## src/rtl/rtc_time_reader.sv

```systemverilog
//------------------------------------------------------------------------------
// Module : rtc_time_reader
// Brief  : Bus initiator that latches an RTC time snapshot and reads it back.
// Rev    : 1.0
//------------------------------------------------------------------------------
`default_nettype none

module rtc_time_reader #(
  parameter int POLL_GAP = 4,
  parameter int POLL_MAX = 1023
) (
  input  logic        clk,
  input  logic        rst,
  input  logic        start_in,
  output logic        wr_out,
  output logic        rd_out,
  output logic [7:0]  addr_out,
  output logic [31:0] data_out,
  input  logic [31:0] data_in,
  output logic        busy_out,
  output logic        done_out,
  output logic        err_out,
  output logic [47:0] time_sec_out,
  output logic [37:0] time_ns_out
);

  localparam logic [3:0] C_GAP_LAST = 4'(POLL_GAP - 1);
  localparam logic [9:0] C_POLL_MAX = 10'(POLL_MAX);

  typedef enum logic [3:0] {
    S_IDLE, S_CLR, S_SET, S_GAP, S_POLL, S_CHK, S_RD, S_CAP_UNUSED, S_FIN, S_ERR
  } state_t;

  state_t      r_state;
  state_t      w_next;
  logic [3:0]  r_gap_cnt;
  logic [9:0]  r_poll_cnt;
  logic [1:0]  r_rd_idx;
  logic        r_cap_vld;
  logic [1:0]  r_cap_idx;
  logic [47:0] r_sh_sec;
  logic [29:0] r_sh_ns_hi;

  always_ff @(posedge clk or posedge rst) begin
    if (rst) r_state <= S_IDLE;
    else     r_state <= w_next;
  end

  always_comb begin
    w_next   = r_state;
    wr_out   = 1'b0;
    rd_out   = 1'b0;
    addr_out = 8'h00;
    data_out = 32'h0;
    busy_out = 1'b1;
    done_out = 1'b0;
    err_out  = 1'b0;
    case (r_state)
      S_IDLE: begin
        busy_out = 1'b0;
        if (start_in) w_next = S_CLR;
      end
      S_CLR: begin
        wr_out = 1'b1;
        w_next = S_SET;
      end
      S_SET: begin
        wr_out   = 1'b1;
        data_out = 32'h1;
        w_next   = S_GAP;
      end
      S_GAP: if (r_gap_cnt == C_GAP_LAST) w_next = S_POLL;
      S_POLL: begin
        rd_out = 1'b1;
        w_next = S_CHK;
      end
      // Status word from the POLL read is on data_in this cycle
      S_CHK: begin
        if (data_in[0])                     w_next = S_RD;
        else if (r_poll_cnt < C_POLL_MAX)   w_next = S_GAP;
        else                                w_next = S_ERR;
      end
      S_RD: begin
        rd_out   = 1'b1;
        addr_out = {4'h1, r_rd_idx, 2'b00};
        if (r_rd_idx == 2'd3) w_next = S_FIN;
      end
      S_FIN: begin
        wr_out   = 1'b1;
        done_out = 1'b1;
        w_next   = S_IDLE;
      end
      S_ERR: begin
        wr_out  = 1'b1;
        err_out = 1'b1;
        w_next  = S_IDLE;
      end
      default: w_next = S_IDLE;
    endcase
  end

  always_ff @(posedge clk or posedge rst) begin
    if (rst) begin
      r_gap_cnt    <= 4'd0;
      r_poll_cnt   <= 10'd0;
      r_rd_idx     <= 2'd0;
      r_cap_vld    <= 1'b0;
      r_cap_idx    <= 2'd0;
      r_sh_sec     <= 48'h0;
      r_sh_ns_hi   <= 30'h0;
      time_sec_out <= 48'h0;
      time_ns_out  <= 38'h0;
    end else begin
      r_gap_cnt <= (r_state == S_GAP) ? r_gap_cnt + 4'd1 : 4'd0;
      r_rd_idx  <= (r_state == S_RD)  ? r_rd_idx + 2'd1  : 2'd0;
      r_cap_vld <= (r_state == S_RD);
      r_cap_idx <= r_rd_idx;
      if (r_state == S_SET)       r_poll_cnt <= 10'd0;
      else if (r_state == S_POLL) r_poll_cnt <= r_poll_cnt + 10'd1;
      // Read data lands one cycle after its strobe; the last word arrives in FIN
      if (r_cap_vld) begin
        case (r_cap_idx)
          2'd0:    r_sh_sec[47:32] <= data_in[15:0];
          2'd1:    r_sh_sec[31:0]  <= data_in;
          2'd2:    r_sh_ns_hi      <= data_in[29:0];
          default: ;
        endcase
      end
      if (r_state == S_FIN) begin
        time_sec_out <= r_sh_sec;
        time_ns_out  <= {r_sh_ns_hi, data_in[7:0]};
      end
    end
  end

endmodule

`default_nettype wire

```

## config.mk

```make
export PLATFORM = sky130hd
export DESIGN_NAME = rtc_time_reader
export DESIGN_NICKNAME = d
export VERILOG_FILES = /design/src/rtl/rtc_time_reader.sv
export SDC_FILE = /design/constraint.sdc
export NUM_CORES = 1
export LEC_CHECK = 0
export ABC_AREA = 1
export CAP_MARGIN = 20
export CORE_UTILIZATION = 40
export DETAILED_ROUTE_END_ITERATION = 16
export PLACE_DENSITY = 0.69
export SLEW_MARGIN = 0
export SYNTH_ARGS = -nofsm -noshare
export SYNTH_HDL_FRONTEND = slang
export SYNTH_SLANG_ARGS = --single-unit
```

## constraint.sdc

```tcl
create_clock -name clk -period 5.93 [get_ports clk]
set_input_delay 0.8895 -clock clk [delete_from_list [all_inputs] [get_ports clk]]
set_output_delay 0.8895 -clock clk [all_outputs]
set_load 0.05 [all_outputs]
```

# Word level (Yosys, flattened, before mapping)

Index checks and enable logic that the tools add are counted.

Register bits: 187
Output and inout bits: 131
Word-level logic and storage cells: 56

Add/subtract/negate cells: 3
$lt $le $gt $ge: 1
Equal/unequal tests: 15
Multiplexer cells: 17
Reduce and logical (&&, ||, !) cells: 9

Operators by type and width:

| operator                                                               | number |
|---|---|
| 4-bit one-hot mux with 7 select lines                                  | 1 |
| 4-bit 2-to-1 mux                                                       | 6 |
| 10-bit 2-to-1 mux                                                      | 2 |
| 4-bit by 2-bit equality test with 1-bit output (second input constant) | 3 |
| 4-bit by 3-bit equality test with 1-bit output (second input constant) | 3 |
| 10-bit by 1-bit adder with 10-bit output (second input constant)       | 1 |
| 10-bit < comparator (second input constant)                            | 1 |
| 4-bit equality test (second input constant)                            | 2 |
| 1-bit 2-to-1 mux                                                       | 6 |
| 2-bit != test (second input constant)                                  | 3 |
| 2-bit AND reduction                                                    | 3 |
| 5-bit 2-to-1 mux                                                       | 1 |
| 4-bit by 1-bit adder with 4-bit output (second input constant)         | 1 |
| 2-bit equality test (second input constant)                            | 2 |
| 4-bit by 1-bit equality test with 1-bit output (second input constant) | 1 |
| 4-bit zero test                                                        | 1 |
| 4-bit OR reduction                                                     | 1 |
| 3-bit AND reduction                                                    | 1 |
| 2-bit by 1-bit adder with 2-bit output (second input constant)         | 1 |
| 2-bit by 1-bit equality test with 1-bit output (second input constant) | 1 |
| 2-bit zero test                                                        | 1 |
| 2-bit 2-to-1 mux                                                       | 1 |
| 2-bit nonzero test                                                     | 1 |
| 2-bit OR reduction                                                     | 1 |

# Logic depth before layout (Yosys ltp)

Gate-level depths: netlist (run 1).

Word-level depth: 4
Depth in mapped cells: 9

# Worst setup path before layout (run 1)

OpenSTA, ideal clock, no wires.

Path kind: flip-flop to output port
From: register r_state[3]
To: output addr_out[2]
Arrival time: 2.204 ns
Required time: 5.041 ns
Setup slack: 2.837 ns
Stages on the path, launching flop included: 6
Buffers on the path: 0
Cell sequence: dfrtp_1 inv_2 nand2_1 nor2_1 inv_1 nor2_1

Cells in the longest elaborated chain, start to end: 2

Ends and longest elaborated chain:

| element                                        | line | RTL |
|---|---|---|
| start: declaration                             | 34   | `state_t r_state;` |
| start signal: assignment                       | 46   | `else r_state <= w_next;` |
| 4-bit by 3-bit equality test with 1-bit output | 58   | `case (r_state)` |
| 5-bit 2-to-1 mux                               | 58   |  |
| end: declaration                               | 17   | `output logic [7:0] addr_out,` |

Every way passes these cells.

# Final worst setup path (run 1)

From: register r_state[1]
To: output done_out

Cells in the longest elaborated chain, start to end: 2

Ends and longest elaborated chain:

| element             | line | RTL |
|---|---|---|
| 4-bit equality test | 58   |  |
| 1-bit 2-to-1 mux    | 58   |  |
| end: declaration    | 21   | `output logic done_out,` |

Every way passes these cells.

==> impl_metrics.ini, run 1 <==
[critical_path]
slowest_delay_ns = 0.94
crit_path_end_kind = output port
cp.buffers_inverters = 2
r2r_end = time_sec_out[30]
critPathMaxFanout = 32
critPathKind = flop to output port
cp-startpoint = r_state[1]
critPathLaunchType = flop
worstPathCellList = inv_2 -> nand2_2 -> nor2_4 -> clkdlybuf4s50_1
rr_startpoint = r_state[1]
path_delay_family = buffers and inverters
cp.arrival_ns = 2.62
r2r_slack_ns = 3.00
critical_path.slowest_cell = clkdlybuf4s50_1
required_ns = 5.04
rr_worst_depth = 7

[clock_tree]
post-cts-setup-buffers = 0
cts_sinks = 187
tritoncts = done
cts_buffer_depth = 2
clk_latency_ns = 0.42
path_clk_slew_ns = 0.07
root_buffer = clkbuf_16
htree_num_levels = 4
holdBufCountCts = 0
ctsResizeCount = 0
cts_buffers = 17

[timing]
drv_slew = 0
final.min_clock_period_ns = 3.51
clock_skew_ns = 0.00707
rsz0062_at_grt = no
tightest_slew_ns = 0.990
clock.fmax_mhz = 285
fin_crit_sh = 0.592
max_slew_margin = 0.340
finalSetupTns_ns = 0
hold_violations = 0
setup_viol = 0

[flow_run]
cap_violations = 0

[layout]
final_common_cell = nand2_1
post_route_cells_drive_above_1_share = 0.0531
finalNetCount = 986
nFillCells = 1675
antenna-diode-count = 0
fin_cells = 1190
mostFrequentLayoutCells = nand2_1 (344), dfrtp_1 (187), clkdlybuf4s50_1 (129)
area_growth_pct = 25.0

[detailed_routing]
vias = 5429
avgViaCountPerCell = 4.56
drc = 0
drtPass1Iterations = 5
ant_nets = 0
drt_iter0_drc = 367
routed_wirelength_mm = 16.1
wl_per_cell_um = 13.5

[floorplanning]
ios = 166
core_region_area_um2 = 18200
initial_core_util = 0.414
die_y_um = 139
die_area_um2 = 19400
dieWidth_um = 139
row_count = 49

[pwr]
swShare = 0.428
power_mw = 5.23
p_leak_nw = 4.78
power.switching_mw = 2.23
sequentialPowerShare = 0.378
power_frac_clock = 0.216
cellPowerDensity_nw_per_um2 = 555
intPower_mw = 2.99
p_comb_frac = 0.407
peakVddDrop_mv = 0.291

[synth]
syn_area_um2 = 7540
synth-seq-cells = 187
avgSynthCellArea_um2 = 9.08
ys_seq_area_frac = 0.621
netlist_instances = 830
yosys_warnings = 0
synth_flop_cell = dfrtp_1
synthArstFlopShare = 1.00
synth_xor_area_frac = 0.00232
synth_top_family_by_area = simple AND/OR/NAND/NOR gates
synthMuxAreaShare = 0
synthDistinctLibCells = 25
synth-simple-area-share = 0.210
synthTopCellsByArea = dfrtp_1 (62%), nand2_1 (17%), o21ai_0 (6.4%)
synth_compound_area_frac = 0.0696
yosysTopAreaCell = dfrtp_1
synth_edf_count = 0
synth_top_area_frac = 0.621
synthAdderAreaFrac = 0.00498

[global_route]
grt_pass1_vias = 5180
antenna_found_initial = 0
grt_usage = 0.174
grt_pass1_wl_mm = 26.5
grt_max_degree = 188
grt_overflow = 0

[min_path]
hold_start = r_rd_idx[1]
min_delay_worst_endpoint = r_cap_idx[1]
hold_class = flop to flop
min_path_cells = 0

[place]
place.detailed.hpwl_mm = 10.1
place_inst = 1157
numPortBuffers = 129
gp_congestion = 0.853

[status]
outcome = finished clean
==> stage by stage <==
stage	util	instance area (um2)	hold slack, ns	worst slack (ns)
global route	0.517	9420	0.437	2.26
floorplan	-	7670	0.378	2.63
CTS	0.516	9400	0.428	2.38
detailed placement	0.484	8820	0.411	2.85
global placement	0.484	8820	0.397	2.89
finish	0.517	9420	0.427	2.42
==> sequential cells by signal, indices dropped and copies added, names as in the netlist <==
| name | count |
|---|---|
| r_cap_idx | 2 |
| r_cap_vld | 1 |
| r_gap_cnt | 4 |
| r_poll_cnt | 10 |
| r_rd_idx | 2 |
| r_sh_ns_hi | 30 |
| r_sh_sec | 48 |
| r_state | 4 |
| time_ns_out | 38 |
| time_sec_out | 48 |
==> power by group through the flow <==
stage               Sequential (mW)  Combinational, mW  Clock (mW)
floorplan                      2.77              0.667           0
global placement               1.99               2.11           0
detailed placement             2.00               2.14           0
CTS                            1.98               2.14        1.15
global route                   2.03               2.29        1.20
finish                         1.97               2.13        1.13
==> cells in the mapped netlist, types with 2 or more instances <==
cell / number
o21ai_0: 96
nand2_1: 345
clkbuf_1: 15
nand3_1: 10
nand4_1: 4
buf_4: 37
nand2_2: 2
buf_2: 9
nor3_1: 2
xor2_1: 2
nor2_1: 37
dfrtp_1: 187
a21oi_1: 7
ha_1: 3
inv_1: 52
buf_6: 9
inv_2: 5
==> final cells by class <==
| class | count | area, um2 | share of cell area |
|---|---|---|---|
| sequential | 187 | 4680 | 0.497 |
| multi-input combinational | 551 | 2300 | 0.244 |
| timing repair buffer | 134 | 1350 | 0.144 |
| clock buffer | 19 | 453 | 0.0481 |
| tap | 229 | 287 | 0.0304 |
| inverter | 57 | 219 | 0.0232 |
| clock inverter | 13 | 129 | 0.0137 |
==> logic make-up after synthesis <==
group,count (synthesis)
compound gates,104
other cells,1
simple gates,406
xor+xnor,2
flops,187
buf+inv,127
fa+ha+maj,3
==> layer usage <==
metal	global-route usage	wire length [um]
met1	0.230	7540
met2	0.274	7520
met3	0.0540	881
met4	0.0509	164
met5	0	0
==> how the worst max path moves through the flow <==
stage,endpoint,slack (ns),cells after the start
2_1_floorplan,r_cap_idx[0],2.63,1
6_report,done_out,2.42,4
3_5_place_dp,done_out,2.85,4
3_3_place_gp,done_out,2.89,4
4_1_cts,done_out,2.38,4
5_1_grt,done_out,2.26,4
Power figures use the tool's default switching activity.
==> run 2, diff against run 1 <==
- PLACE_DENSITY: 0.69 -> 0.67
- clock period: 5.93 -> 3.3 ns (I/O delays scaled with it)
==> impl_metrics.ini, run 2 (synthesized netlist as in run 1, its figures left out) <==
[place]
place.detailed.hpwl_mm = 10.5
gp_congestion = 0.807
numPortBuffers = 129

[floorplanning]
core_region_area_um2 = 18200
dieWidth_um = 139
initial_core_util = 0.414
row_count = 49
die_area_um2 = 19400
ios = 166
die_y_um = 139

[detailed_routing]
drt_iter0_drc = 360
wl_met3_um = 618
routed_wirelength_mm = 15.9
vias = 5423
wl_met1_mm = 7.66
drc = 0
avgViaCountPerCell = 4.54
drtPass1Iterations = 6
wl_per_cell_um = 13.3
wl_met2_mm = 7.59
ant_nets = 0
topRoutingLayerUsed = met4

[pwr]
peakVddDrop_mv = 0.699
intPower_mw = 5.35
power.switching_mw = 4.03
sequentialPowerShare = 0.377
swShare = 0.430
power_mw = 9.38
power_frac_clock = 0.214
p_comb_frac = 0.410
cellPowerDensity_nw_per_um2 = 991
p_leak_nw = 4.78

[layout]
final_util = 0.520
antenna-diode-count = 0
final-seq-area_um2 = 4680
multi_input_area_um2 = 2300
final_common_cell = nand2_1
area_growth_pct = 25.5
nFillCells = 1694
post_route_cells_drive_above_1_share = 0.0570
mostFrequentLayoutCells = nand2_1 (344), dfrtp_1 (187), clkdlybuf4s50_1 (129)
largest_registers = r_sh_sec x48, time_sec_out x48, time_ns_out x38
finalNetCount = 990

[critical_path]
cp.buffers_inverters = 3
critPathMaxFanout = 6
crit_path_end_kind = output port
path_delay_family = buffers and inverters
required_ns = 2.80
cp.arrival_ns = 2.33
critical_path.slowest_cell = clkdlybuf4s50_1
critPathLaunchType = flop
critPathKind = flop to output port
cp_common_cell = nor2_1
worstPathCellList = inv_2 -> nand2_1 -> nor2_1 -> inv_1 -> nor2_1 -> clkdlybuf4s50_1
slowest_delay_ns = 0.80

[clock_tree]
htree_num_levels = 4
cts_sinks = 187
post-cts-setup-buffers = 0
cts_buffers = 17
path_clk_slew_ns = 0.07
holdBufCountCts = 0
ctsResizeCount = 0
root_buffer = clkbuf_16
cts_buffer_depth = 2
tritoncts = done
clk_latency_ns = 0.42

[global_route]
grt_overflow = 0
grt_pass1_wl_mm = 26.8
grt_pass1_vias = 5212
grt_max_degree = 89
grt_usage = 0.175
antenna_found_initial = 0

[flow_run]
cap_violations = 0

[timing]
drv_slew = 0
clock_skew_ns = 0.0143
max_slew_margin = 0.315
tightest_slew_ns = 1.02
hold_slack_ns = 0.344
fin_crit_sh = 0.857
setup_viol = 0
finalSetupTns_ns = 0
hold_violations = 0
rsz0062_at_grt = no
clock.fmax_mhz = 354
final.min_clock_period_ns = 2.83

[status]
outcome = finished clean

[min_path]
hold_class = primary input to asynchronous set/reset pin
## run 2: changes by cell type in the layout (fill, tap and decap cells not counted)
cell        previous run  this run
buf_12                 2         3
buf_4                  3         6
clkbuf_8               2         0
clkinv_2               3         1
clkinv_4               1         0
clkinvlp_4             2         7
inv_6                  7         5
inv_8                  1         3
## run 2: through the flow
stage                     area, um2  setup WS, ns  cells
after floorplan                7670         0.399    865
after global placement         8880         0.986   1162
after detailed placement       8880         0.944   1162
after CTS                      9460         0.458   1194
after global routing           9460         0.333   1194
final                          9460         0.473   1194
## run 2: path summary, 6_finish.rpt
path                            slack, ns         from  cells past startpoint              end
max in group asynchronous            2.28          rst                      3     r_sh_sec[14]
worst max register to register       1.07   r_state[0]                      7   time_ns_out[0]
worst max-delay path                 0.47   r_state[0]                      6      addr_out[3]
worst min-delay path                 0.34          rst                      2  time_ns_out[36]
worst min register to register       0.41  r_rd_idx[1]                      0     r_cap_idx[1]
min in group clk                     0.41  r_rd_idx[1]                      0     r_cap_idx[1]
## run 2: cell type report
class / count / area share
Multi-Input combinational cell: 551 / 0.243
Clock inverter: 15 / 0.0161
Clock buffer: 17 / 0.0450
Timing Repair Buffer: 138 / 0.148
Tap cell: 229 / 0.0303
Inverter: 57 / 0.0231
Sequential cell: 187 / 0.495
## run 2: layer usage
layer  GRT usage  vias to the layer above
li1            -                     2739
met1       0.245                     2585
met2       0.273                       95
met3      0.0427                        4
met4      0.0439                        0
met5           0                        -
## run 2: worst reg2reg max path: stages (launching register included)
cell and delay, ns:
dfrtp_1 0.45, inv_2 0.11, nand2_2 0.08, nor2_4 0.24, clkinv_2 0.60, buf_4 0.46
nand2_1 0.08, o21ai_0 0.07
## run 2: power by group through the flow
stage	Combinational [mW]	Clock, mW	Sequential, mW
4_1_cts	3.89	2.05	3.53
3_5_place_dp	3.88	0	3.57
3_3_place_gp	3.81	0	3.55
2_1_floorplan	1.20	0	4.99
6_report	3.84	2.00	3.53
5_1_grt	4.14	2.14	3.63
==> run 3, diff against run 2 <==
- PLACE_DENSITY: 0.67 -> 0.69
- clock period: 3.3 -> 2.55 ns (I/O delays scaled with it)
==> impl_metrics.ini, run 3 (synthesized netlist as in run 1, its figures left out) <==
[floorplanning]
ios = 166
dieWidth_um = 139
die_area_um2 = 19400
row_count = 49
initial_core_util = 0.414
die_y_um = 139
core_region_area_um2 = 18200

[status]
outcome = finished clean

[clock_tree]
clk_latency_ns = 0.43
tritoncts = done
cts_sinks = 187
post-cts-setup-buffers = 0
root_buffer = clkbuf_16
htree_num_levels = 4
holdBufCountCts = 0
path_clk_slew_ns = 0.07
cts_buffers = 17
cts_buffer_depth = 2

[layout]
mostFrequentLayoutCells = nand2_1 (344), dfrtp_1 (187), clkdlybuf4s50_1 (123)
final_common_cell = nand2_1
area_growth_pct = 26.0
antenna-diode-count = 0
largest_registers = r_sh_sec x48, time_sec_out x48, time_ns_out x38
post_route_cells_drive_above_1_share = 0.0591
finalNetCount = 990

[timing]
setup_slack_ns = 0.126
final.min_clock_period_ns = 2.42
hold_violations = 0
max_slew_margin = 0.336
drv_slew = 0
fin_crit_sh = 0.950
rsz0062_at_grt = no
tightest_slew_ns = 0.993
clock_skew_ns = 0.00633
finalSetupTns_ns = 0
setup_viol = 0
clock.fmax_mhz = 413

[pwr]
power_mw = 12.3
p_leak_nw = 4.84
cellPowerDensity_nw_per_um2 = 1290
peakVddDrop_mv = 0.838

[critical_path]
cp.arrival_ns = 2.04
cp.buffers_inverters = 2
required_ns = 2.17
critPathMaxFanout = 10
critical_path.slowest_cell = dlygate4sd2_1
critPathKind = flop to output port
path_delay_family = buffers and inverters
slowest_delay_ns = 0.54
cp-startpoint = r_state[3]
rr_startpoint = r_state[0]
crit_path_end_kind = output port
worstPathCellList = nor2_1 -> nand3_2 -> inv_1 -> dlygate4sd2_1
critPathLaunchType = flop

[detailed_routing]
vias = 5484
drt_iter0_drc = 338
routed_wirelength_mm = 16.5
ant_nets = 0
avgViaCountPerCell = 4.59
drc = 0
wl_per_cell_um = 13.8
drtPass1Iterations = 5

[global_route]
grt_max_degree = 97
grt_usage = 0.180
grt_pass1_vias = 5314
grt_overflow = 0
antenna_found_initial = 0
grt_pass1_wl_mm = 27.4

[place]
place.detailed.hpwl_mm = 10.8
numPortBuffers = 129
dp_worst_setup_slack_ns = 0.330
gp_congestion = 0.757

[min_path]
hold_class = primary input to asynchronous set/reset pin

[flow_run]
cap_violations = 0
-- run 3: cell count changes in the layout (fill, tap and decap cells not counted), sizes merged --
cell / before / now
clkdlybuf4s50: 129 / 123
dlygate4sd2: 0 / 4
dlymetal6s2s: 0 / 1
clkinvlp: 7 / 2
clkinv: 1 / 5
bufinv: 1 / 2
buf: 9 / 10
-- run 3: repair_timing --
action / 4_1_cts / 5_1_grt
resized for setup: 4 / 1
cloned: 0 / 0
setup endpoints to repair: 4 / 1
-- run 3: path summary, 6_finish.rpt --
check                      slack, ns  cells after the start                to
max                             0.13                      4       data_out[0]
min in group clk                0.41                      0      r_cap_idx[1]
max reg2reg                     0.56                      7  time_sec_out[30]
max in group asynchronous       1.48                      3  time_sec_out[17]
min reg2reg                     0.41                      0      r_cap_idx[1]
min                             0.37                      2      r_sh_sec[23]
-- run 3: per-stage QoR --
step | cells | util | hold slack, ns | cell area, um2
2_1_floorplan | 865 | - | 0.378 | 7670
3_3_place_gp | 1162 | 0.489 | 0.399 | 8900
3_5_place_dp | 1162 | 0.489 | 0.397 | 8900
4_1_cts | 1194 | 0.521 | 0.362 | 9490
5_1_grt | 1194 | 0.521 | 0.400 | 9490
6_report | 1194 | 0.521 | 0.368 | 9490
-- run 3: final cells by class --
class | instances | area [um2]
Tap cell | 229 | 287
Timing Repair Buffer | 138 | 1400
Inverter | 57 | 219
Fill cell | 1692 | 8710
Clock inverter | 15 | 175
Sequential cell | 187 | 4680
Clock buffer | 17 | 425
Multi-Input combinational cell | 551 | 2300
-- run 3: report_power, final --
group	total (mW)	switching (mW)	internal, mW	leakage [nW]
Clock	2.70	1.22	1.48	0.292
Sequential	4.58	0.585	3.99	2.18
Combinational	4.97	3.44	1.53	2.37
-- run 3: worst register-to-register path, delay by kind of cell, from the launching register on --
family | cells | cell delay (ns)
AOI/OAI and AO/OA | 1 | 0.09
DFF | 1 | 0.45
buffers and inverters | 3 | 0.62
and+or+nand+nor | 3 | 0.67
-- run 3: routing by layer --
layer / up-vias / global-route usage / wire length [um]
met5: - / 0 / 0
met4: 0 / 0.0579 / 181
met3: 13 / 0.0413 / 710
met2: 105 / 0.291 / 7910
met1: 2620 / 0.241 / 7680
li1: 2746 / - / -
